<file path="config.mk">
export PLATFORM = sky130hd
export DESIGN_NAME = uart_tx_param
export DESIGN_NICKNAME = d
export VERILOG_FILES = /design/src/rtl/uart_tx_param.sv
export SDC_FILE = /design/constraint.sdc
export NUM_CORES = 1
export LEC_CHECK = 0
export BUFFER_PORTS_ARGS = -buffer_cell sky130_fd_sc_hd__buf_2
export CORE_ASPECT_RATIO = 1.75
export CORE_UTILIZATION = 55
export DETAILED_ROUTE_END_ITERATION = 6
export PLACE_DENSITY = 0.73
export SLEW_MARGIN = 10
export SYNTH_ARGS = -nofsm -noshare
export SYNTH_HDL_FRONTEND = slang
export SYNTH_SLANG_ARGS = --single-unit
</file>
<file path="constraint.sdc">
create_clock -name clk_3125 -period 4 [get_ports clk_3125]
set_clock_uncertainty 0.15 [all_clocks]
set_input_delay 0.8 -clock clk_3125 [delete_from_list [all_inputs] [get_ports clk_3125]]
set_output_delay 0.8 -clock clk_3125 [all_outputs]
set_load 0.01 [all_outputs]
</file>
<file path="src/rtl/uart_tx_param.sv">
// ---------------------------------------------------------------------------
// uart_tx_param
//   Buffered, parameterised UART transmitter. Bytes written through a small
//   FIFO are serialised as: start bit, DATA_BITS data bits (MSB or LSB first),
//   optional even/odd parity bit, one or two stop bits. Every bit lasts
//   CLKS_PER_BIT clock cycles. Queued frames are sent back-to-back.
//
// Parameters
//   DATA_BITS     payload bits per frame (5..9)
//   CLKS_PER_BIT  clock cycles per serial bit (2..255)
//   FIFO_DEPTH    transmit buffer entries, power of two (2..16)
//   MSB_FIRST     1 = MSB sent first, 0 = LSB sent first
//
// Ports
//   clk_3125     in   sole clock, rising edge
//   rst_n        in   asynchronous active-low reset
//   parity_mode  in   00 none, 01 even, 10 odd, 11 none (latched per frame)
//   two_stop     in   1 = two stop bits (latched per frame)
//   wr_en        in   FIFO write strobe, ignored while full
//   wr_data      in   payload to queue
//   full         out  FIFO holds FIFO_DEPTH entries
//   tx           out  registered serial line, idle high
//   busy         out  high from first start-bit cycle to last stop-bit cycle
//   tx_done      out  high for the final cycle of each frame's last stop bit
// ---------------------------------------------------------------------------
module uart_tx_param #(
    parameter int DATA_BITS    = 8,
    parameter int CLKS_PER_BIT = 27,
    parameter int FIFO_DEPTH   = 4,
    parameter int MSB_FIRST    = 1
) (
    input  logic                 clk_3125,
    input  logic                 rst_n,
    input  logic [1:0]           parity_mode,
    input  logic                 two_stop,
    input  logic                 wr_en,
    input  logic [DATA_BITS-1:0] wr_data,
    output logic                 full,
    output logic                 tx,
    output logic                 busy,
    output logic                 tx_done
);

    localparam int AW = (FIFO_DEPTH > 1) ? $clog2(FIFO_DEPTH) : 1;
    localparam int CW = AW + 1;
    localparam logic [7:0] LAST_CNT = 8'(CLKS_PER_BIT - 1);
    localparam logic [7:0] PRE_CNT  = 8'(CLKS_PER_BIT - 2);
    localparam logic [3:0] LAST_IDX = 4'(DATA_BITS - 1);

    typedef enum logic [2:0] {
        S_IDLE,
        S_START,
        S_DATA,
        S_PARITY,
        S_STOP
    } state_t;

    // ------------------------------------------------------------------
    // Transmit FIFO
    // ------------------------------------------------------------------
    logic [DATA_BITS-1:0] r_mem [FIFO_DEPTH];
    logic [AW-1:0]        r_wr_ptr;
    logic [AW-1:0]        r_rd_ptr;
    logic [CW-1:0]        r_count;

    logic                 w_push;
    logic                 w_pop;
    logic                 w_empty;
    logic [DATA_BITS-1:0] w_head;

    // A write while full is dropped even if a pop frees a slot this cycle.
    assign full    = (r_count == CW'(FIFO_DEPTH));
    assign w_empty = (r_count == '0);
    assign w_push  = wr_en && !full;
    assign w_head  = r_mem[r_rd_ptr];

    // NOTE: storage is not reset; the count alone defines which entries are valid.
    always_ff @(posedge clk_3125) begin
        if (w_push) begin
            r_mem[r_wr_ptr] <= wr_data;
        end
    end

    always_ff @(posedge clk_3125 or negedge rst_n) begin
        if (!rst_n) begin
            r_wr_ptr <= '0;
            r_rd_ptr <= '0;
            r_count  <= '0;
        end else begin
            if (w_push) r_wr_ptr <= r_wr_ptr + AW'(1);
            if (w_pop)  r_rd_ptr <= r_rd_ptr + AW'(1);
            case ({w_push, w_pop})
                2'b10:   r_count <= r_count + CW'(1);
                2'b01:   r_count <= r_count - CW'(1);
                default: r_count <= r_count;
            endcase
        end
    end

    // ------------------------------------------------------------------
    // Serialiser
    // ------------------------------------------------------------------
    state_t               r_state;
    logic [DATA_BITS-1:0] r_shift;
    logic [7:0]           r_clk_cnt;
    logic [3:0]           r_bit_idx;
    logic                 r_stop_idx;
    logic                 r_par_en;
    logic                 r_par_odd;
    logic                 r_two_stop;
    logic                 r_parity;

    logic                 w_bit_end;
    logic                 w_last_stop;
    logic                 w_frame_end;
    logic                 w_cur_bit;
    logic                 w_next_bit;
    logic [DATA_BITS-1:0] w_shifted;

    assign w_bit_end   = (r_clk_cnt == LAST_CNT);
    assign w_last_stop = !r_two_stop || r_stop_idx;
    assign w_frame_end = (r_state == S_STOP) && w_bit_end && w_last_stop;
    // Pop either from idle or exactly at the end of a frame, so queued
    // frames follow with no idle cycle in between.
    assign w_pop       = !w_empty && ((r_state == S_IDLE) || w_frame_end);

    assign w_cur_bit  = (MSB_FIRST != 0) ? r_shift[DATA_BITS-1] : r_shift[0];
    assign w_next_bit = (MSB_FIRST != 0) ? r_shift[DATA_BITS-2] : r_shift[1];
    assign w_shifted  = (MSB_FIRST != 0) ? {r_shift[DATA_BITS-2:0], 1'b0}
                                         : {1'b0, r_shift[DATA_BITS-1:1]};

    always_ff @(posedge clk_3125 or negedge rst_n) begin
        if (!rst_n) begin
            r_state    <= S_IDLE;
            r_shift    <= '0;
            r_clk_cnt  <= '0;
            r_bit_idx  <= '0;
            r_stop_idx <= 1'b0;
            r_par_en   <= 1'b0;
            r_par_odd  <= 1'b0;
            r_two_stop <= 1'b0;
            r_parity   <= 1'b0;
            tx         <= 1'b1;
            busy       <= 1'b0;
            tx_done    <= 1'b0;
        end else begin
            // NOTE: tx_done defaults low every cycle so it can only ever be a single-cycle pulse.
            tx_done <= 1'b0;
            // Registered output: raise it on the edge that enters the last cycle.
            if (r_state == S_STOP && w_last_stop && r_clk_cnt == PRE_CNT) begin
                tx_done <= 1'b1;
            end

            if (w_pop) begin
                // Frame settings are captured here and held for the whole frame.
                r_shift    <= w_head;
                r_parity   <= ^w_head;
                r_par_en   <= (parity_mode == 2'b01) || (parity_mode == 2'b10);
                r_par_odd  <= (parity_mode == 2'b10);
                r_two_stop <= two_stop;
                r_state    <= S_START;
                r_clk_cnt  <= '0;
                r_bit_idx  <= '0;
                r_stop_idx <= 1'b0;
                tx         <= 1'b0;
                busy       <= 1'b1;
            end else if (r_state == S_IDLE) begin
                tx   <= 1'b1;
                busy <= 1'b0;
            end else if (!w_bit_end) begin
                r_clk_cnt <= r_clk_cnt + 8'd1;
            end else begin
                r_clk_cnt <= '0;
                case (r_state)
                    S_START: begin
                        r_state <= S_DATA;
                        tx      <= w_cur_bit;
                    end
                    S_DATA: begin
                        if (r_bit_idx == LAST_IDX) begin
                            if (r_par_en) begin
                                r_state <= S_PARITY;
                                tx      <= r_parity ^ r_par_odd;
                            end else begin
                                r_state <= S_STOP;
                                tx      <= 1'b1;
                            end
                        end else begin
                            r_bit_idx <= r_bit_idx + 4'd1;
                            r_shift   <= w_shifted;
                            tx        <= w_next_bit;
                        end
                    end
                    S_PARITY: begin
                        r_state <= S_STOP;
                        tx      <= 1'b1;
                    end
                    S_STOP: begin
                        if (!w_last_stop) begin
                            r_stop_idx <= 1'b1;
                        end else begin
                            r_state <= S_IDLE;
                            tx      <= 1'b1;
                            busy    <= 1'b0;
                        end
                    end
                    default: begin
                        r_state <= S_IDLE;
                        tx      <= 1'b1;
                        busy    <= 1'b0;
                    end
                endcase
            end
        end
    end

endmodule

</file>
======== Yosys cells after proc, flatten, opt, wreduce, memory -nomap -nowiden ========
Memories as Yosys holds them, arrays and structs flattened.
Cells that the tools add are included.
word-level totals
  flip-flop bits (word level) ............. 38
  output and inout port bits .............. 4
  bits in writable memories ............... 32
  logic and storage cells ................. 109
  input port bits ......................... 14
  memories ................................ 1
memories
  name   depth  width  read ports  clocked after memory_dff  write ports  RTL line  text
  r_mem  4      8      1           0                         1            61        logic [DATA_BITS-1:0] r_mem [FIFO_DEPTH];
operators by class
  reductions and logical operators ........ 26
  equality and inequality tests ........... 19
  $add $sub $neg .......................... 6
  mux-type cells .......................... 41
  bitwise logic cells ..................... 1
operators with widths
  operator               number
  $mux W8                8
  $mux W4                5
  $mux W1                18
  $mux W3                6
  $eq A8 B5 Y1 const B   2
  $pmux W3 S4            1
  $reduce_and A4 Y1      3
  $add A8 B1 Y8 const B  1
  $reduce_bool A2 Y1     4
  $reduce_xor A8 Y1      1
  $eq A3 B2 Y1 const B   2
  $eq A3 B3 Y1 const B   2
  $logic_and A1 B1 Y1    6
  $logic_not A3 Y1       2
  $ne A2 B2 Y1 const B   3
  $ne A3 B3 Y1 const B   2
  $pmux W3 S2            1
  $add A2 B1 Y2 const B  2
  $add A4 B1 Y4 const B  1
  $eq A2 B1 Y1 const B   2
  $eq A2 B2 Y1 const B   2
  $eq A4 B3 Y1 const B   1
  $ne A4 B3 Y1 const B   1
  $add A3 B1 Y3 const B  1
  other kinds (12)       16

======== Depth between registers and ports, before layout ========
Gate-level depths: netlist of run 1.
  depth after elaboration ................. 7
  mapped depth ............................ 13
  mapped depth without buffers ............ 12

======== Least setup slack after synthesis of run 1 ========
OpenSTA, ideal clock, no wires.
  path type ............................... register to register
  from .................................... reg r_clk_cnt[0]
  to ...................................... reg r_count[2]
  slack ................................... 1200 ps
  stages on the path, launching flop included .. 14
  required time ........................... 3771 ps
  buffers on the path ..................... 1
  period minus slack after synthesis ...... 2800 ps
  data arrival time ....................... 2570 ps
  setup time .............................. 79 ps
  cells stage by stage .................... dfrtp_1 > inv_1 > ha_1 > or3b_2 > nor4_4 > o21ai_2 > clkinv_2 > buf_6 > ha_1 > inv_1 > fa_1 > xor2_1 > nor2_1 > xor2_1
on the way
  cells in the longest elaborated chain, start to end .. 7
  elaborated cells on any way between the ends .. 9
  those cells by class .................... eq/ne: 3; mux: 1; reduce/logical: 5
ends and longest elaborated chain
  what                                                      RTL line  text
  from (decl)                                               105       logic [7:0] r_clk_cnt;
  from (signal assigned)                                    171       r_clk_cnt <= r_clk_cnt + 8'd1;
  $eq A8 B5 Y1 *                                            120       assign w_bit_end = (r_clk_cnt == LAST_CNT);
  $logic_and A1 B1 Y1 * (2 in a row)                        122       assign w_frame_end = (r_state == S_STOP) && w_bit_end && w_last_stop;
  $logic_or A1 B1 Y1 *                                      125       assign w_pop = !w_empty && ((r_state == S_IDLE) || w_frame_end);
  $logic_and A1 B1 Y1 *                                     125
  net w_pop                                                 67        logic w_pop;
  $eq A2 B1 Y1 / $eq A2 B2 Y1 (equally long branches)       92        case ({w_push, w_pop})
  $pmux W3 S2 / $reduce_bool A2 Y1 (equally long branches)  --
  to (signal assigned)                                      93        2'b10: r_count <= r_count + CW'(1);
  to (signal assigned)                                      94        2'b01: r_count <= r_count - CW'(1);
  to (signal assigned)                                      95        default: r_count <= r_count;
  to (decl)                                                 64        logic [CW-1:0] r_count;
Mark *: on every way through the listed nets, which the timed path passes. The rest lies on a longest branch.
A chain may end at the register's enable or synchronous reset.

======== Worst setup path in the final report of run 1 ========
  from .................................... reg r_clk_cnt[0]
  to ...................................... reg r_count[2]
on the way
  cells in the longest elaborated chain, start to end .. 7
  elaborated cells on any way between the ends .. 9
  those cells by class .................... eq/ne: 3; mux: 1; reduce/logical: 5
ends and longest elaborated chain
  what                                                      RTL line
  $eq A8 B5 Y1 *                                            120
  $logic_and A1 B1 Y1 * (2 in a row)                        122
  $logic_or A1 B1 Y1 *                                      125
  $logic_and A1 B1 Y1 *                                     125
  $eq A2 B1 Y1 / $eq A2 B2 Y1 (equally long branches)       92
  $pmux W3 S2 / $reduce_bool A2 Y1 (equally long branches)  --
Every way passes the cells marked *; elsewhere a longest branch is shown, timed or not.

==> results of run 1 <==
[layout make-up]
type,instances,share of cell area
clock inverter,7,0.0269
inverter,11,0.0117
sequential,70,0.528
clock buffer,9,0.0342
tap,76,0.0262
multi-input combinational,166,0.343
timing repair buffer,20,0.0297
[logic make-up after synthesis]
group | Yosys count
flops | 70
compound gates | 39
xor+xnor | 20
buf+inv | 21
fa+ha+maj | 11
simple gates | 85
mux | 11
[flip-flops by register name, indices dropped and copies added, names as in the netlist, 2 cells and up]
register   cells
r_state        3
r_wr_ptr       2
r_mem         32
r_bit_idx      4
r_rd_ptr       2
r_shift        8
r_count        3
r_clk_cnt      8
[final timing paths]
path | from | end | cells after the start
hold / removal | busy$_DFFE_PN0P_ | busy$_DFFE_PN0P_ | 1
setup / recovery | r_clk_cnt[0]$_DFFE_PN0P_ | r_count[2]$_DFFE_PN0P_ | 13
hold reg to reg | busy$_DFFE_PN0P_ | busy$_DFFE_PN0P_ | 1
min in group asynchronous | rst_n | r_clk_cnt[7]$_DFFE_PN0P_ | 1
max in group asynchronous | rst_n | r_rd_ptr[0]$_DFFE_PN0N_ | 1
setup reg to reg | r_clk_cnt[0]$_DFFE_PN0P_ | r_count[2]$_DFFE_PN0P_ | 13
[through the flow]
stage               setup WS [ps]  utilization  hold WS, ps
floorplan                    1200            -          298
global placement             1180        0.604          308
detailed placement           1100        0.604          325
CTS                          1090        0.644          345
global route                  877        0.644          356
finish                       1070        0.644          338
[power groups by stage]
stage	Combinational [mW]	Clock, mW	Sequential (mW)
3_5_place_dp	1.12	0	1.15
3_3_place_gp	1.09	0	1.14
5_1_grt	1.24	0.662	1.17
2_1_floorplan	0.966	0	1.06
4_1_cts	1.12	0.629	1.14
6_report	1.10	0.615	1.14
[metal layers]
metal | GRT usage | up-vias | routed length [µm]
met2 | 0.349 | 28 | 3000
met1 | 0.217 | 939 | 2140
met5 | 0 | - | 0
met3 | 0.0512 | 12 | 148
met4 | 0.101 | 0 | 120
li1 | - | 961 | -
[Yosys cell counts (3+ instances only)]
| cell type | instances | share of area |
|---|---|---|
| and2_1 | 7 | 0.013 |
| o21ai_0 | 9 | 0.014 |
| dfrtp_1 | 37 | 0.28 |
| inv_1 | 10 | 0.012 |
| ha_1 | 10 | 0.038 |
| nor2_1 | 20 | 0.023 |
| a21oi_1 | 4 | 0.0061 |
| nand2b_1 | 4 | 0.0077 |
| nor2b_1 | 4 | 0.0077 |
| edfxtp_1 | 32 | 0.29 |
| clkbuf_1 | 3 | 0.0035 |
| or3_1 | 3 | 0.0058 |
| mux4_2 | 8 | 0.055 |
| xnor2_1 | 15 | 0.040 |
| a22o_1 | 3 | 0.0081 |
| xor2_1 | 5 | 0.013 |
| mux2_2 | 3 | 0.010 |
| nand3_1 | 5 | 0.0077 |
| buf_2 | 5 | 0.0077 |
| a31oi_1 | 7 | 0.013 |
| nand2_1 | 29 | 0.033 |
==> impl_metrics.yaml, run 1 <==
status:
  status: "finished, final reports clean"
yosys:
  yosysSeqAreaShare: 0.587
  netlist_instances: 257
  yosysUniqueCellTypes: 49
  synthFlopType: "dfrtp_1"
  yosys.area_share.simple: 0.136
  synth_adder_area_share: 0.0445
  synth_top_family_by_area: "simple AND/OR/NAND/NOR gates"
  synth_mux_area_frac: 0.0657
  synth-edff-count: 32
  avgSynthCellArea_um2: 12.7
  ys_warn_count: 0
  synth_compound_area_frac: 0.0818
  synthesis.nets: 282
  synth_xor_area_frac: 0.0538
  ys_ff_latch: 70
  synth_async_sr_flop_share: 0.543
  synth.cell_area_um2: 3260
clocking:
  clkSinkCount: 70
  cts_tree: "built"
  clock-root-buffer: "clkbuf_8"
  cts_hold_buffers: 0
  insertion_delay_ps: 350
  clock_path_buffers: 2
  clk_pin_slew_ps: 70
  cts_resized: 0
  cts_htree_levels: 3
  cts_setup_buffers: 0
  cts_buffers: 9
global_routing:
  grt_use_total: 0.202
  grt_pass1_vias: 1975
  grt_start_max_net_pins: 39
  antenna_found_initial: 0
  grt_overflow_total: 0
  grt_first_pass_wirelength_um: 9030
pwr:
  seqPwrFrac: 0.398
  p_comb_frac: 0.387
  irDropWorstVdd_uv: 417
  p_clk_frac: 0.216
  netSwitchingFraction: 0.358
  p_switching_mw: 1.02
  p_per_area_nw_per_um2: 788
  finalPower_mw: 2.85
  internal_power_mw: 1.83
  p_leak_nw: 1.46
floorplanning:
  dieWidth_um: 60.2
  coreArea_um2: 5630
  rows: 36
  die_h_um: 104
  io_pins: 18
  die_area_um2: 6250
  start_util: 0.579
run:
  cap_violations: 0
critical_path:
  r2r_slack_ps: 1070
  path_buf_inv: 4
  cpPeakStageDelay_ps: 490
  crit_path_start_kind: "register"
  crit_family: "simple AND/OR/NAND/NOR gates"
  cp.arrival_ps: 3050
  crit_type: "reg2reg"
  worstPathCellList: "inv_1 > ha_1 > or3b_2 > nor4_4 > o21ai_2 > buf_4 > clkinv_2 > ha_1 > inv_1 > fa_1 > xor2_1 > nor2_1 > xor2_1"
  end_kind: "register"
  crit_fanout: 17
  crit_slowest_cell: "or3b_2"
  required_ps: 4120
placement:
  gp_congestion: 0.816
  port_buffers: 17
  dp.cells: 343
  dpl_cell_area_um2: 3400
  dp_hpwl_um: 3940
finish:
  final_common_cell: "dfrtp_1"
  fillers: 439
  multi_input_area_um2: 1240
  n_antenna_cell: 0
  drive_gt1_frac: 0.191
  seq_area_um2: 1910
  final_cell_mix: "37 x dfrtp_1, 32 x edfxtp_1, 29 x nand2_1"
  area_delta_synth_final_pct: 11.2
  stdcell_area_um2: 3620
  finalNonFillerCells: 359
  nets: 303
sta:
  min_period_over_period: 0.733
  finalSetupTns_ps: 0
  slew-limit-headroom: 0.455
  setup_viol: 0
  rsz0062_at_grt: "false"
  timing.fmax_mhz: 341
  hold_violations: 0
  layout_min_cycle_time_ps: 2930
  tightestPinTransition_ps: 818
  final-max-slew-violation-count: 0
drt:
  antenna_left: 0
  drcViolationCount: 0
  drt_first_pass_iters: 4
  drt_iter0_drc: 89
  wl_um: 5410
  wl_per_cell_um: 15.1
  vias: 1940
  drt-vias-per-instance: 5.40
min_path:
  hp-class: "reg2reg"
(Power assumes the default switching activity.)
==> run 2, diff against run 1 <==
==> constraint.sdc (replaced) <==
create_clock -name clk_3125 -period 3.03 [get_ports clk_3125]
set_clock_uncertainty 0.15 [all_clocks]
set_input_delay 0.606 -clock clk_3125 [delete_from_list [all_inputs] [get_ports clk_3125]]
set_output_delay 0.606 -clock clk_3125 [all_outputs]
set_load 0.01 [all_outputs]
==> impl_metrics.yaml, run 2 (synthesis gave the netlist of run 1 again) <==
placement:
  dp_hpwl_um: 3840
  gp_congestion: 0.823
  port_buffers: 17
finish:
  seq_area_um2: 1910
  drive_gt1_frac: 0.200
  n_antenna_cell: 0
  final_common_cell: "dfrtp_1"
  nets: 305
  multi_input_area_um2: 1240
  reg_top3: "r_mem (32), r_clk_cnt (8), r_shift (8)"
  area_delta_synth_final_pct: 10.6
  largest_reg_flops: 32
  fillers: 456
  largest-register: "r_mem"
  final_cell_mix: "37 x dfrtp_1, 32 x edfxtp_1, 29 x nand2_1"
pwr:
  irDropWorstVdd_uv: 565
  finalPower_mw: 3.68
  p_per_area_nw_per_um2: 1020
  p_leak_nw: 1.45
sta:
  setup_viol: 0
  layout_min_cycle_time_ps: 2780
  tightestPinTransition_ps: 842
  final-max-slew-violation-count: 0
  min_period_over_period: 0.919
  slew-limit-headroom: 0.439
  rsz0062_at_grt: "false"
  timing.fmax_mhz: 359
  hold_violations: 0
  finalSetupTns_ps: 0
critical_path:
  crit_path_start_kind: "register"
  critPathLaunch: "r_clk_cnt[0]$_DFFE_PN0P_"
  end_kind: "register"
  reg2reg_from: "r_clk_cnt[0]$_DFFE_PN0P_"
  crit_type: "reg2reg"
  required_ps: 3140
  cp.arrival_ps: 2900
  cpPeakStageDelay_ps: 490
  crit_fanout: 4
  worstPathCellList: "inv_1 > ha_1 > or3b_2 > nor4_4 > o21ai_2 > clkinv_2 > ha_1 > inv_1 > fa_1 > xor2_1 > nor2_1 > xor2_1"
  crit_slowest_cell: "or3b_2"
drt:
  wl_um: 5360
  drt-vias-per-instance: 5.47
  wl_per_cell_um: 14.9
  antenna_left: 0
  drt_first_pass_iters: 4
  drcViolationCount: 0
  vias: 1975
  drt_iter0_drc: 122
global_routing:
  antenna_found_initial: 0
  grt_overflow_total: 0
  grt_first_pass_wirelength_um: 9270
  grt_start_max_net_pins: 39
  grt_use_total: 0.203
  grt_pass1_vias: 2103
floorplanning:
  start_util: 0.579
  rows: 36
  die_h_um: 104
  io_pins: 18
  die_area_um2: 6250
  coreArea_um2: 5630
  dieWidth_um: 60.2
status:
  status: "finished, final reports clean"
clocking:
  clk_pin_slew_ps: 80
  clkSinkCount: 70
  cts_htree_levels: 3
  clock_path_buffers: 2
  cts_setup_buffers: 0
  cts_hold_buffers: 0
  cts_resized: 0
  insertion_delay_ps: 340
  clock-root-buffer: "clkbuf_8"
  cts_buffers: 9
  cts_tree: "built"
run:
  cap_violations: 0
min_path:
  hp-class: "in2async"
[run 2: cell count changes in the layout (fill, tap and decap cells not counted)]
cell,before,now
inv_8,0,1
inv_6,1,3
buf_4,3,5
clkinv_1,1,0
bufinv_16,2,0
[run 2: final timing paths]
path                                             to  slack (ps)  cells after the start
max in group asynchronous    r_two_stop$_DFFE_PN0N_        1980                      1
min                        r_clk_cnt[5]$_DFFE_PN0P_         210                      1
max                          r_count[2]$_DFFE_PN0P_         250                     12
min reg2reg                        busy$_DFFE_PN0P_         340                      1
min in group clk_3125        r_two_stop$_DFFE_PN0N_         310                      3
max reg2reg                  r_count[2]$_DFFE_PN0P_         250                     12
[run 2: layout make-up]
| type | count | area share |
|---|---|---|
| clock inverters | 7 | 0.0174 |
| flip-flops and latches | 70 | 0.531 |
| clock buffers | 9 | 0.0344 |
| multi-input cells | 166 | 0.345 |
| well taps | 76 | 0.0264 |
| inverters | 11 | 0.0118 |
| repair buffers | 22 | 0.0340 |
[run 2: metal layers]
layer	GRT usage	up-vias	routed length, µm
li1	-	963	-
met1	0.227	975	2140
met2	0.341	27	2960
met3	0.0499	10	133
met4	0.101	0	129
met5	0	-	0
[run 2: power by group]
part / internal [mW] / switching, mW / leakage [nW]
Clock: 0.314 / 0.380 / 0.0927
Combinational: 0.688 / 0.792 / 0.595
Sequential: 1.28 / 0.223 / 0.765
Total: 2.28 / 1.40 / 1.45
[run 2: stage by stage]
step | utilization | cell area, µm² | setup slack, ps | hold slack, ps | std cells
global placement | 0.607 | 3420 | 381 | 317 | 345
global route | 0.640 | 3600 | 105 | 274 | 361
finish | 0.640 | 3600 | 245 | 207 | 361
CTS | 0.640 | 3600 | 219 | 239 | 361
detailed placement | 0.607 | 3420 | 252 | 329 | 345
floorplan | - | 3260 | 230 | 160 | 257
[run 2: worst max-delay path, delay by kind of cell, from the launching register on]
| family | cells | cell delay (ps) |
|---|---|---|
| compound gates | 1 | 90 |
| xor+xnor | 2 | 330 |
| fa+ha+maj | 3 | 700 |
| buf+inv | 3 | 240 |
| flops | 1 | 430 |
| simple gates | 3 | 780 |
==> run 3, diff against run 2 <==
--- a/config.mk
+++ b/config.mk
@@ -7,9 +7,10 @@
 export LEC_CHECK = 0
 export BUFFER_PORTS_ARGS = -buffer_cell sky130_fd_sc_hd__buf_2
 export CORE_ASPECT_RATIO = 1.75
-export CORE_UTILIZATION = 55
+export CORE_UTILIZATION = 60
 export DETAILED_ROUTE_END_ITERATION = 6
-export PLACE_DENSITY = 0.73
+export PLACE_DENSITY_LB_ADDON = 0.12
+export REMOVE_ABC_BUFFERS = 1
 export SLEW_MARGIN = 10
 export SYNTH_ARGS = -nofsm -noshare
 export SYNTH_HDL_FRONTEND = slang
==> impl_metrics.yaml, run 3 (synthesis gave the netlist of run 1 again) <==
floorplanning:
  rows: 35
  start_util: 0.620
  die_h_um: 99.5
  coreArea_um2: 5260
  dieWidth_um: 57.7
  io_pins: 18
  die_area_um2: 5740
drt:
  vias: 1977
  drt_iter0_drc: 78
  wl_per_cell_um: 16.4
  drt-vias-per-instance: 5.83
  drcViolationCount: 2
  antenna_left: 0
  wl_um: 5560
  drt_first_pass_iters: 6
finish:
  final_cell_mix: "37 x dfrtp_1, 32 x edfxtp_1, 29 x nand2_1"
  nets: 304
  drive_gt1_frac: 0.194
  final_common_cell: "dfrtp_1"
  n_antenna_cell: 0
  largest-register: "r_mem"
  final_util: 0.689
  area_delta_synth_final_pct: 11.1
  reg_top3: "r_mem (32), r_clk_cnt (8), r_shift (8)"
  largest_reg_flops: 32
global_routing:
  use_met2: 0.400
  grt_start_max_net_pins: 39
  use_met1: 0.237
  grt_busiest_layer: "met2"
  grt_overflow_total: 0
  grt_pass1_vias: 2054
  antenna_found_initial: 0
  met3_usage: 0.0390
  grt_use_total: 0.221
  grt_first_pass_wirelength_um: 9230
pwr:
  p_leak_nw: 1.48
  irDropWorstVdd_uv: 961
  p_per_area_nw_per_um2: 1070
  finalPower_mw: 3.87
placement:
  pre_cts_ws_ps: 328
  gp_congestion: 0.852
  dp_hpwl_um: 3920
  port_buffers: 17
sta:
  finalSetupTns_ps: 0
  rsz0062_at_grt: "false"
  tightestPinTransition_ps: 860
  layout_min_cycle_time_ps: 2730
  hold_violations: 0
  timing.fmax_mhz: 366
  final-max-slew-violation-count: 0
  setup_viol: 0
  min_period_over_period: 0.901
  slew-limit-headroom: 0.427
  worst_slack_ps: 300
critical_path:
  cp.arrival_ps: 2850
  crit_type: "reg2reg"
  required_ps: 3150
  end_kind: "register"
  crit_fanout: 4
  crit_path_start_kind: "register"
  reg2reg_from: "r_clk_cnt[0]$_DFFE_PN0P_"
  r2r_slack_ps: 300
  timing.rr.end: "r_count[2]$_DFFE_PN0P_"
  r2r_cells: 12
clocking:
  clkSinkCount: 70
  cts_hold_buffers: 0
  cts_buffers: 9
  clock-root-buffer: "clkbuf_8"
  clk_pin_slew_ps: 80
  cts_setup_buffers: 0
  cts_tree: "built"
  insertion_delay_ps: 340
  clock_path_buffers: 2
  cts_resized: 0
  cts_htree_levels: 3
status:
  status: "complete, but fails checks"
  violations: "design-rule violations"
min_path:
  hp-class: "in2async"
run:
  cap_violations: 0
## run 3: power breakdown
group          switching [mW]  internal (mW)  leakage [nW]
Clock                   0.342          0.542         0.121
Sequential              0.224           1.28         0.765
Combinational           0.801          0.683         0.590
## run 3: final cells by class
type / instances / area [µm²]
clock buffer: 9 / 124
clock inverter: 7 / 113
fill: 383 / 1640
inverter: 11 / 42.5
multi-input combinational: 166 / 1240
sequential: 70 / 1910
tap: 55 / 68.8
timing repair buffer: 21 / 115
## run 3: how the worst max path moves through the flow
stage,startpoint,endpoint
2_1_floorplan,r_clk_cnt[0]$_DFFE_PN0P_,r_count[2]$_DFFE_PN0P_
3_3_place_gp,r_clk_cnt[0]$_DFFE_PN0P_,r_count[2]$_DFFE_PN0P_
3_5_place_dp,r_clk_cnt[0]$_DFFE_PN0P_,r_count[2]$_DFFE_PN0P_
4_1_cts,r_clk_cnt[0]$_DFFE_PN0P_,r_count[2]$_DFFE_PN0P_
5_1_grt,r_clk_cnt[0]$_DFFE_PN0P_,r_count[2]$_DFFE_PN0P_
6_report,r_clk_cnt[0]$_DFFE_PN0P_,r_count[2]$_DFFE_PN0P_
## run 3: critical path, cell delays in order (launching register included)
cell and delay (ps):
dfrtp_1 420, inv_1 110, ha_1 160, or3b_2 490, nor4_4 170, o21ai_2 100, clkinv_2 60, ha_1 170
inv_1 60, fa_1 370, xor2_1 150, nor2_1 110, xor2_1 150
## run 3: metrics by stage
step | cell area [µm²] | instances | hold slack (ps)
floorplan | 3200 | 247 | 160
global placement | 3380 | 323 | 309
detailed placement | 3380 | 323 | 311
CTS | 3620 | 339 | 237
global route | 3620 | 339 | 269
finish | 3620 | 339 | 215
## run 3: per-layer routing
layer,part of all wire,vias to the layer above,routed length [µm]
met4,0.022,0,123
met3,0.022,11,125
met5,0,-,0
met1,0.41,974,2260
li1,-,960,-
met2,0.55,32,3050
